`src/rtl/systolic_input_feeder_if.sv`:
```
// Stream, command and array-edge signals of the systolic input feeder.
// master = upstream/array side, slave = the feeder itself.
interface systolic_input_feeder_if #(
    parameter int DATA_W     = 16,
    parameter int FIFO_DEPTH = 4,
    parameter int LEN_W      = 16
);
    localparam int CNT_W = $clog2(FIFO_DEPTH) + 1;

    logic [DATA_W-1:0] in_row0;
    logic [DATA_W-1:0] in_row1;
    logic              in_valid;
    logic              in_ready;
    logic              cmd_valid;
    logic [LEN_W-1:0]  cmd_len;
    logic              cmd_ready;
    logic [DATA_W-1:0] sys_data_in_11;
    logic [DATA_W-1:0] sys_data_in_21;
    logic              sys_start;
    logic              busy;
    logic              done;
    logic [CNT_W-1:0]  fifo_count;

    modport master (
        output in_row0, in_row1, in_valid, cmd_valid, cmd_len,
        input  in_ready, cmd_ready, sys_data_in_11, sys_data_in_21,
               sys_start, busy, done, fifo_count
    );

    modport slave (
        input  in_row0, in_row1, in_valid, cmd_valid, cmd_len,
        output in_ready, cmd_ready, sys_data_in_11, sys_data_in_21,
               sys_start, busy, done, fifo_count
    );
endinterface

```
`src/rtl/systolic_input_feeder.sv`:
```
// Buffers 2-element activation vectors and feeds a commanded number of them
// into the left edge of a 2x2 systolic array, skewing row 1 by one cycle.
module systolic_input_feeder #(
    parameter int DATA_W     = 16,
    parameter int FIFO_DEPTH = 4,
    parameter int LEN_W      = 16
) (
    input  logic                    clk,
    input  logic                    rst,
    systolic_input_feeder_if.slave  bus
);
    localparam int PTR_W = $clog2(FIFO_DEPTH);
    localparam int CNT_W = $clog2(FIFO_DEPTH) + 1;

    typedef enum logic [1:0] {IDLE, FEED, DRAIN, DONE} state_t;

    state_t                 state_reg, state_next;
    logic [LEN_W-1:0]       remaining_reg, remaining_next;
    logic [DATA_W-1:0]      d11_reg, d11_next;
    logic [DATA_W-1:0]      d21_reg, d21_next;
    logic [DATA_W-1:0]      r1_reg, r1_next;
    logic                   start_reg, start_next;
    logic                   done_reg, done_next;

    logic [PTR_W-1:0]       wr_ptr_reg, rd_ptr_reg;
    logic [CNT_W-1:0]       count_reg;
    logic                   full, empty, push, pop;
    logic [1:0][DATA_W-1:0] in_lane;
    logic [1:0][DATA_W-1:0] head;

    assign full    = (count_reg == CNT_W'(FIFO_DEPTH));
    assign empty   = (count_reg == '0);
    assign push    = bus.in_valid && !full;
    assign pop     = (state_reg == FEED) && !empty;
    assign in_lane = {bus.in_row1, bus.in_row0};

    // One storage lane per array row; head is read straight into the output registers.
    for (genvar gi = 0; gi < 2; gi++) begin : g_lane
        logic [DATA_W-1:0] mem [FIFO_DEPTH];

        always_ff @(posedge clk) begin
            if (push) begin
                mem[wr_ptr_reg] <= in_lane[gi];
            end
        end

        assign head[gi] = mem[rd_ptr_reg];
    end

    always_ff @(posedge clk or posedge rst) begin
        if (rst) begin
            wr_ptr_reg <= '0;
            rd_ptr_reg <= '0;
            count_reg  <= '0;
        end else begin
            if (push) wr_ptr_reg <= wr_ptr_reg + PTR_W'(1);
            if (pop)  rd_ptr_reg <= rd_ptr_reg + PTR_W'(1);
            case ({push, pop})
                2'b10:   count_reg <= count_reg + CNT_W'(1);
                2'b01:   count_reg <= count_reg - CNT_W'(1);
                default: count_reg <= count_reg;
            endcase
        end
    end

    always_ff @(posedge clk or posedge rst) begin
        if (rst) begin
            state_reg     <= IDLE;
            remaining_reg <= '0;
            d11_reg       <= '0;
            d21_reg       <= '0;
            r1_reg        <= '0;
            start_reg     <= 1'b0;
            done_reg      <= 1'b0;
        end else begin
            state_reg     <= state_next;
            remaining_reg <= remaining_next;
            d11_reg       <= d11_next;
            d21_reg       <= d21_next;
            r1_reg        <= r1_next;
            start_reg     <= start_next;
            done_reg      <= done_next;
        end
    end

    // Outputs default to zero; FEED/DRAIN override them with popped or skewed data.
    always_comb begin
        state_next     = state_reg;
        remaining_next = remaining_reg;
        d11_next       = '0;
        d21_next       = '0;
        r1_next        = '0;
        start_next     = 1'b0;
        done_next      = (state_reg == DONE);
        case (state_reg)
            IDLE: begin
                if (bus.cmd_valid) begin
                    remaining_next = bus.cmd_len;
                    state_next     = (bus.cmd_len == '0) ? DONE : FEED;
                end
            end
            FEED: begin
                d21_next = r1_reg;
                if (pop) begin
                    d11_next       = head[0];
                    r1_next        = head[1];
                    start_next     = 1'b1;
                    remaining_next = remaining_reg - LEN_W'(1);
                    if (remaining_reg == LEN_W'(1)) begin
                        state_next = DRAIN;
                    end
                end
            end
            DRAIN: begin
                d21_next   = r1_reg;
                state_next = DONE;
            end
            DONE: begin
                state_next = IDLE;
            end
            default: begin
                state_next = IDLE;
            end
        endcase
    end

    assign bus.in_ready       = !full;
    assign bus.cmd_ready      = (state_reg == IDLE);
    assign bus.busy           = (state_reg == FEED) || (state_reg == DRAIN);
    assign bus.done           = done_reg;
    assign bus.sys_start      = start_reg;
    assign bus.sys_data_in_11 = d11_reg;
    assign bus.sys_data_in_21 = d21_reg;
    assign bus.fifo_count     = count_reg;
endmodule

```
`src/flat_wrapper.sv`:
```
// flat-port wrapper written by rule: the top's interface ports become plain ports
module systolic_input_feeder_flat 
#(
    parameter int DATA_W     = 16,
    parameter int FIFO_DEPTH = 4,
    parameter int LEN_W      = 16
)
  (clk, rst, bus_in_row0, bus_in_row1, bus_in_valid, bus_cmd_valid, bus_cmd_len, bus_in_ready, bus_cmd_ready, bus_sys_data_in_11, bus_sys_data_in_21, bus_sys_start, bus_busy, bus_done, bus_fifo_count);
  systolic_input_feeder_if #(.DATA_W(DATA_W), .FIFO_DEPTH(FIFO_DEPTH), .LEN_W(LEN_W)) bus_i ();
  input  logic clk;
  input  logic rst;
  input wire logic [$bits(bus_i.in_row0)-1:0] bus_in_row0;
  input wire logic [$bits(bus_i.in_row1)-1:0] bus_in_row1;
  input wire logic [$bits(bus_i.in_valid)-1:0] bus_in_valid;
  input wire logic [$bits(bus_i.cmd_valid)-1:0] bus_cmd_valid;
  input wire logic [$bits(bus_i.cmd_len)-1:0] bus_cmd_len;
  output wire logic [$bits(bus_i.in_ready)-1:0] bus_in_ready;
  output wire logic [$bits(bus_i.cmd_ready)-1:0] bus_cmd_ready;
  output wire logic [$bits(bus_i.sys_data_in_11)-1:0] bus_sys_data_in_11;
  output wire logic [$bits(bus_i.sys_data_in_21)-1:0] bus_sys_data_in_21;
  output wire logic [$bits(bus_i.sys_start)-1:0] bus_sys_start;
  output wire logic [$bits(bus_i.busy)-1:0] bus_busy;
  output wire logic [$bits(bus_i.done)-1:0] bus_done;
  output wire logic [$bits(bus_i.fifo_count)-1:0] bus_fifo_count;
  assign bus_i.in_row0 = bus_in_row0;
  assign bus_i.in_row1 = bus_in_row1;
  assign bus_i.in_valid = bus_in_valid;
  assign bus_i.cmd_valid = bus_cmd_valid;
  assign bus_i.cmd_len = bus_cmd_len;
  assign bus_in_ready = bus_i.in_ready;
  assign bus_cmd_ready = bus_i.cmd_ready;
  assign bus_sys_data_in_11 = bus_i.sys_data_in_11;
  assign bus_sys_data_in_21 = bus_i.sys_data_in_21;
  assign bus_sys_start = bus_i.sys_start;
  assign bus_busy = bus_i.busy;
  assign bus_done = bus_i.done;
  assign bus_fifo_count = bus_i.fifo_count;
  systolic_input_feeder #(.DATA_W(DATA_W), .FIFO_DEPTH(FIFO_DEPTH), .LEN_W(LEN_W)) u_core (.clk(clk), .rst(rst), .bus(bus_i));
endmodule
```
`config.mk`:
```
export PLATFORM = sky130hd
export DESIGN_NAME = systolic_input_feeder_flat
export DESIGN_NICKNAME = d
export VERILOG_FILES = /design/src/rtl/systolic_input_feeder_if.sv /design/src/rtl/systolic_input_feeder.sv /design/src/flat_wrapper.sv
export SDC_FILE = /design/constraint.sdc
export NUM_CORES = 1
export LEC_CHECK = 0
export CAP_MARGIN = 20
export CORE_MARGIN = 4
export CORE_UTILIZATION = 40
export DETAILED_ROUTE_END_ITERATION = 6
export PLACE_DENSITY = 0.67
export REMOVE_ABC_BUFFERS = 1
export SYNTH_ARGS = -nofsm -noshare
export SYNTH_HDL_FRONTEND = slang
export SYNTH_SLANG_ARGS = --single-unit
```
`constraint.sdc`:
```
create_clock -name clk -period 2.55 [get_ports clk]
set_clock_uncertainty 0.1 [all_clocks]
set_input_delay 0.255 -clock clk [delete_from_list [all_inputs] [get_ports clk]]
set_output_delay 0.255 -clock clk [all_outputs]
set_load 0.03 [all_outputs]
```
==> results.py <==
metrics = {
    "timing": {
        "hold_violations": 0,
        "fin_crit_ns": 2.43,
        "finalHoldWorstSlack_ns": 0.281,
        "max-slew-margin-rel_pct": 63.0,
        "slew_viol_final": 0,
        "fmax_ghz": 0.412,
        "finalSetupViolCount": 0,
        "worst_slew_pin_slew_ns": 0.550,
        "finalCritPeriodShare_pct": 95.1,
        "rsz0062_at_grt": "no",
    },
    "die": {
        "die_y_um": 149,
        "die_w_um": 149,
        "fp-row-count": 51,
        "die-area_um2": 22100,
        "initial_core_util_pct": 40.6,
        "io_pins": 92,
        "design.core.area_um2": 19500,
    },
    "pwr": {
        "seq_power_share_pct": 39.9,
        "p_per_area_nw_per_um2": 1260,
        "p_comb_share_pct": 36.3,
        "p_int_mw": 8.44,
        "vdd_ir_drop_max_v": 0.000828,
        "swShare_pct": 33.3,
        "p_clk_share_pct": 23.8,
        "p_leak_nw": 3.81,
        "p_sw_mw": 4.21,
    },
    "global_routing": {
        "grt_pass1_vias": 4826,
        "grt_use_total_pct": 15.1,
        "met2_usage_pct": 26.1,
        "grt_antenna_before_repair": 0,
        "grt_pass1_wl_um": 26100,
        "grt_max_degree": 35,
        "overflow": 0,
        "use_met1_pct": 19.4,
        "use_met3_pct": 3.56,
        "top_usage_layer": "met2",
    },
    "placement": {
        "place.gp.congestion": 0.810,
        "dp_hpwl_um": 10100,
        "dp.cells": 810,
        "port_buffers": 91,
        "placed_cell_area_um2": 9320,
    },
    "clocking": {
        "clkLatencyLatePin_ns": 0.50,
        "ctsResizeCount": 0,
        "numClockSinks": 203,
        "cts_tree": "yes",
        "path_clk_slew_ns": 0.06,
        "htree_levels": 1,
        "cts_buffers": 22,
        "cts_buffer_depth": 3,
        "cts_root_buffer": "clkbuf_16",
    },
    "synth": {
        "synth.distinct_cells": 48,
        "synth_cells": 456,
        "yosysSeqAreaShare_pct": 72.3,
        "syn_area_um2": 7910,
        "synth-main-ff-cell": "edfxtp_1",
        "syn_avg_cell_area_um2": 17.3,
        "ys_seq_elements": 203,
        "synth_edf_count": 128,
        "async_reset_ff_share_pct": 36.9,
        "yosysWarnings": 0,
    },
    "layout": {
        "largest_reg_flops": 128,
        "fin_area_um2": 10000,
        "area_delta_synth_final_pct": 26.7,
        "max_flop_register": "u_core.g_lane.mem",
        "final_layout_size_suffix_gt1_share_pct": 16.9,
        "diodes": 0,
        "fin_nets": 634,
        "final-instance-count-excl-fill": 851,
        "final_core_utilization_pct": 51.5,
    },
    "hold_path": {
        "min_path_cells": 1,
        "hold_end": "u_core.g_lane[0].mem[0][12]$_DFFE_PP_",
        "hp-start": "bus_in_row0[12]",
        "min_path_type": "input port to flop",
    },
    "critical_path": {
        "cp_cell_sequence": "inv_1 -> ha_1 -> clkdlybuf4s50_1",
        "r2r_end": "u_core.bus.fifo_count[2]$_DFFE_PP0P_",
        "slowest_delay_ns": 0.74,
        "ff2ff_setup_slack_ns": 0.31,
        "ff2ff_path_depth": 10,
        "crit_type": "flop to output pin",
        "critPathCaptureType": "output pin",
        "crit_path_start_kind": "flop",
        "cp.required_ns": 2.19,
        "worstPathMaxFanout": 6,
        "r2r_start": "u_core.bus.fifo_count[0]$_DFFE_PP0P_",
        "slowest_stage": "clkdlybuf4s50_1",
        "worstPathArrival_ns": 2.07,
    },
    "detailed_routing": {
        "viasPerCell": 5.11,
        "routed_wl_um": 16200,
        "drt_iter0_drc": 243,
        "drc": 0,
        "vias": 4348,
        "detail_route.wl_per_cell_um": 19.1,
        "ant_nets": 0,
        "first_pass_iters": 5,
    },
    "job": {
        "drv_cap": 0,
    },
    "run_status": {
        "outcome": "completed",
    },
}
==> layout by cell type, fill, tap and decap left out, types with 7 or more instances in the layout <==
cell	n
a22oi_1	10
and2_1	19
and3_1	32
buf_12	8
buf_4	13
clkbuf_1	7
clkbuf_16	22
clkdlybuf4s50_1	91
dfrtp_1	73
edfxtp_1	128
ha_1	10
inv_1	14
mux4_2	32
nand2_1	8
nor2_1	8
nor3_1	8
==> Yosys cell counts, types with 4 or more instances <==
library cell  number  area, um^2
a22oi_1           10        75.1
nand2_1            8        30.0
nor2_1             8        30.0
edfxtp_1         128        3840
nand3_1            5        25.0
buf_2              4        20.0
o211ai_1           5        37.5
nand4b_1           4        35.0
clkbuf_1          16        60.1
ha_1              11         138
nor4_1             6        37.5
and2_1            19         119
o21ai_1            4        20.0
inv_1             15        56.3
mux4_2            32         721
and3_1            36         225
nor3_1             8        40.0
mux2i_1            6        60.1
o21ai_0            6        30.0
a21oi_1            5        25.0
dfrtp_1           75        1880
==> power groups by stage <==
stage / logic (mW) / clock network [mW] / registers [mW]
floorplan: 2.19 / 0 / 5.65
global placement: 4.59 / 0 / 5.07
detailed placement: 4.66 / 0 / 5.11
CTS: 4.68 / 3.09 / 5.06
global route: 4.99 / 3.24 / 5.16
finish: 4.59 / 3.01 / 5.05
==> cell type report <==
type                       count  area [um^2]
timing repair buffer         113         1180
inverter                      15         57.6
sequential                   203         5720
fill                        1599         9440
tap                          265          332
clock buffer                  32          618
clock inverter                 8         78.8
multi-input combinational    215         2040
==> cell families (layout without fill, tap and decap cells) <==
kind of cell | Yosys count | in the layout | share of synthesized area, %
AO/OA/AOI/OAI | 49 | 49 | 4.25
flip-flops | 203 | 203 | 72.3
multiplexers | 40 | 40 | 10.2
XOR/XNOR | 6 | 6 | 0.664
adder cells (fa/ha/maj) | 12 | 12 | 1.99
AND/OR/NAND/NOR | 108 | 108 | 8.57
buffers and inverters | 38 | 168 | 2.06
==> worst max-delay path by stage <==
stage,startpoint,end
6_report,u_core.state_reg[1]$_DFFE_PP0P_,bus_cmd_ready
5_1_grt,u_core.state_reg[1]$_DFFE_PP0P_,bus_cmd_ready
4_1_cts,u_core.state_reg[1]$_DFFE_PP0P_,bus_cmd_ready
3_5_place_dp,u_core.bus.fifo_count[0]$_DFFE_PP0P_,u_core.bus.fifo_count[2]$_DFFE_PP0P_
3_3_place_gp,u_core.bus.fifo_count[0]$_DFFE_PP0P_,u_core.bus.fifo_count[2]$_DFFE_PP0P_
2_1_floorplan,u_core.state_reg[1]$_DFFE_PP0P_,u_core.bus.fifo_count[2]$_DFFE_PP0P_
==> metal layers <==
metal	share of wire, %	vias to the layer above
met5	0	-
met4	1.9	0
met3	6.2	26
met2	51	123
met1	41	2204
li1	-	1995
==> per-stage QoR <==
step	TNS [ns]	setup WS, ns	power, mW
after floorplan	-0.0992	-0.0545	7.84
after global placement	0	0.398	9.67
after detailed placement	0	0.280	9.78
after CTS	0	0.0805	12.8
after global routing	0	0.0114	13.4
final	0	0.124	12.7
==> critical path: cells and delay by family, from the launching register on <==
kind	cells	cell delay, ns
buffers and inverters	2	0.86
adder cells (fa/ha/maj)	1	0.30
flip-flops	1	0.41
==> repair_timing <==
item                                   CTS  global route
endpoints found under the hold margin   21             0
setup endpoints to repair                0             0
buffers inserted                         0             0
hold buffers                             1             0
No activity file was read; power rests on OpenSTA's default activity.
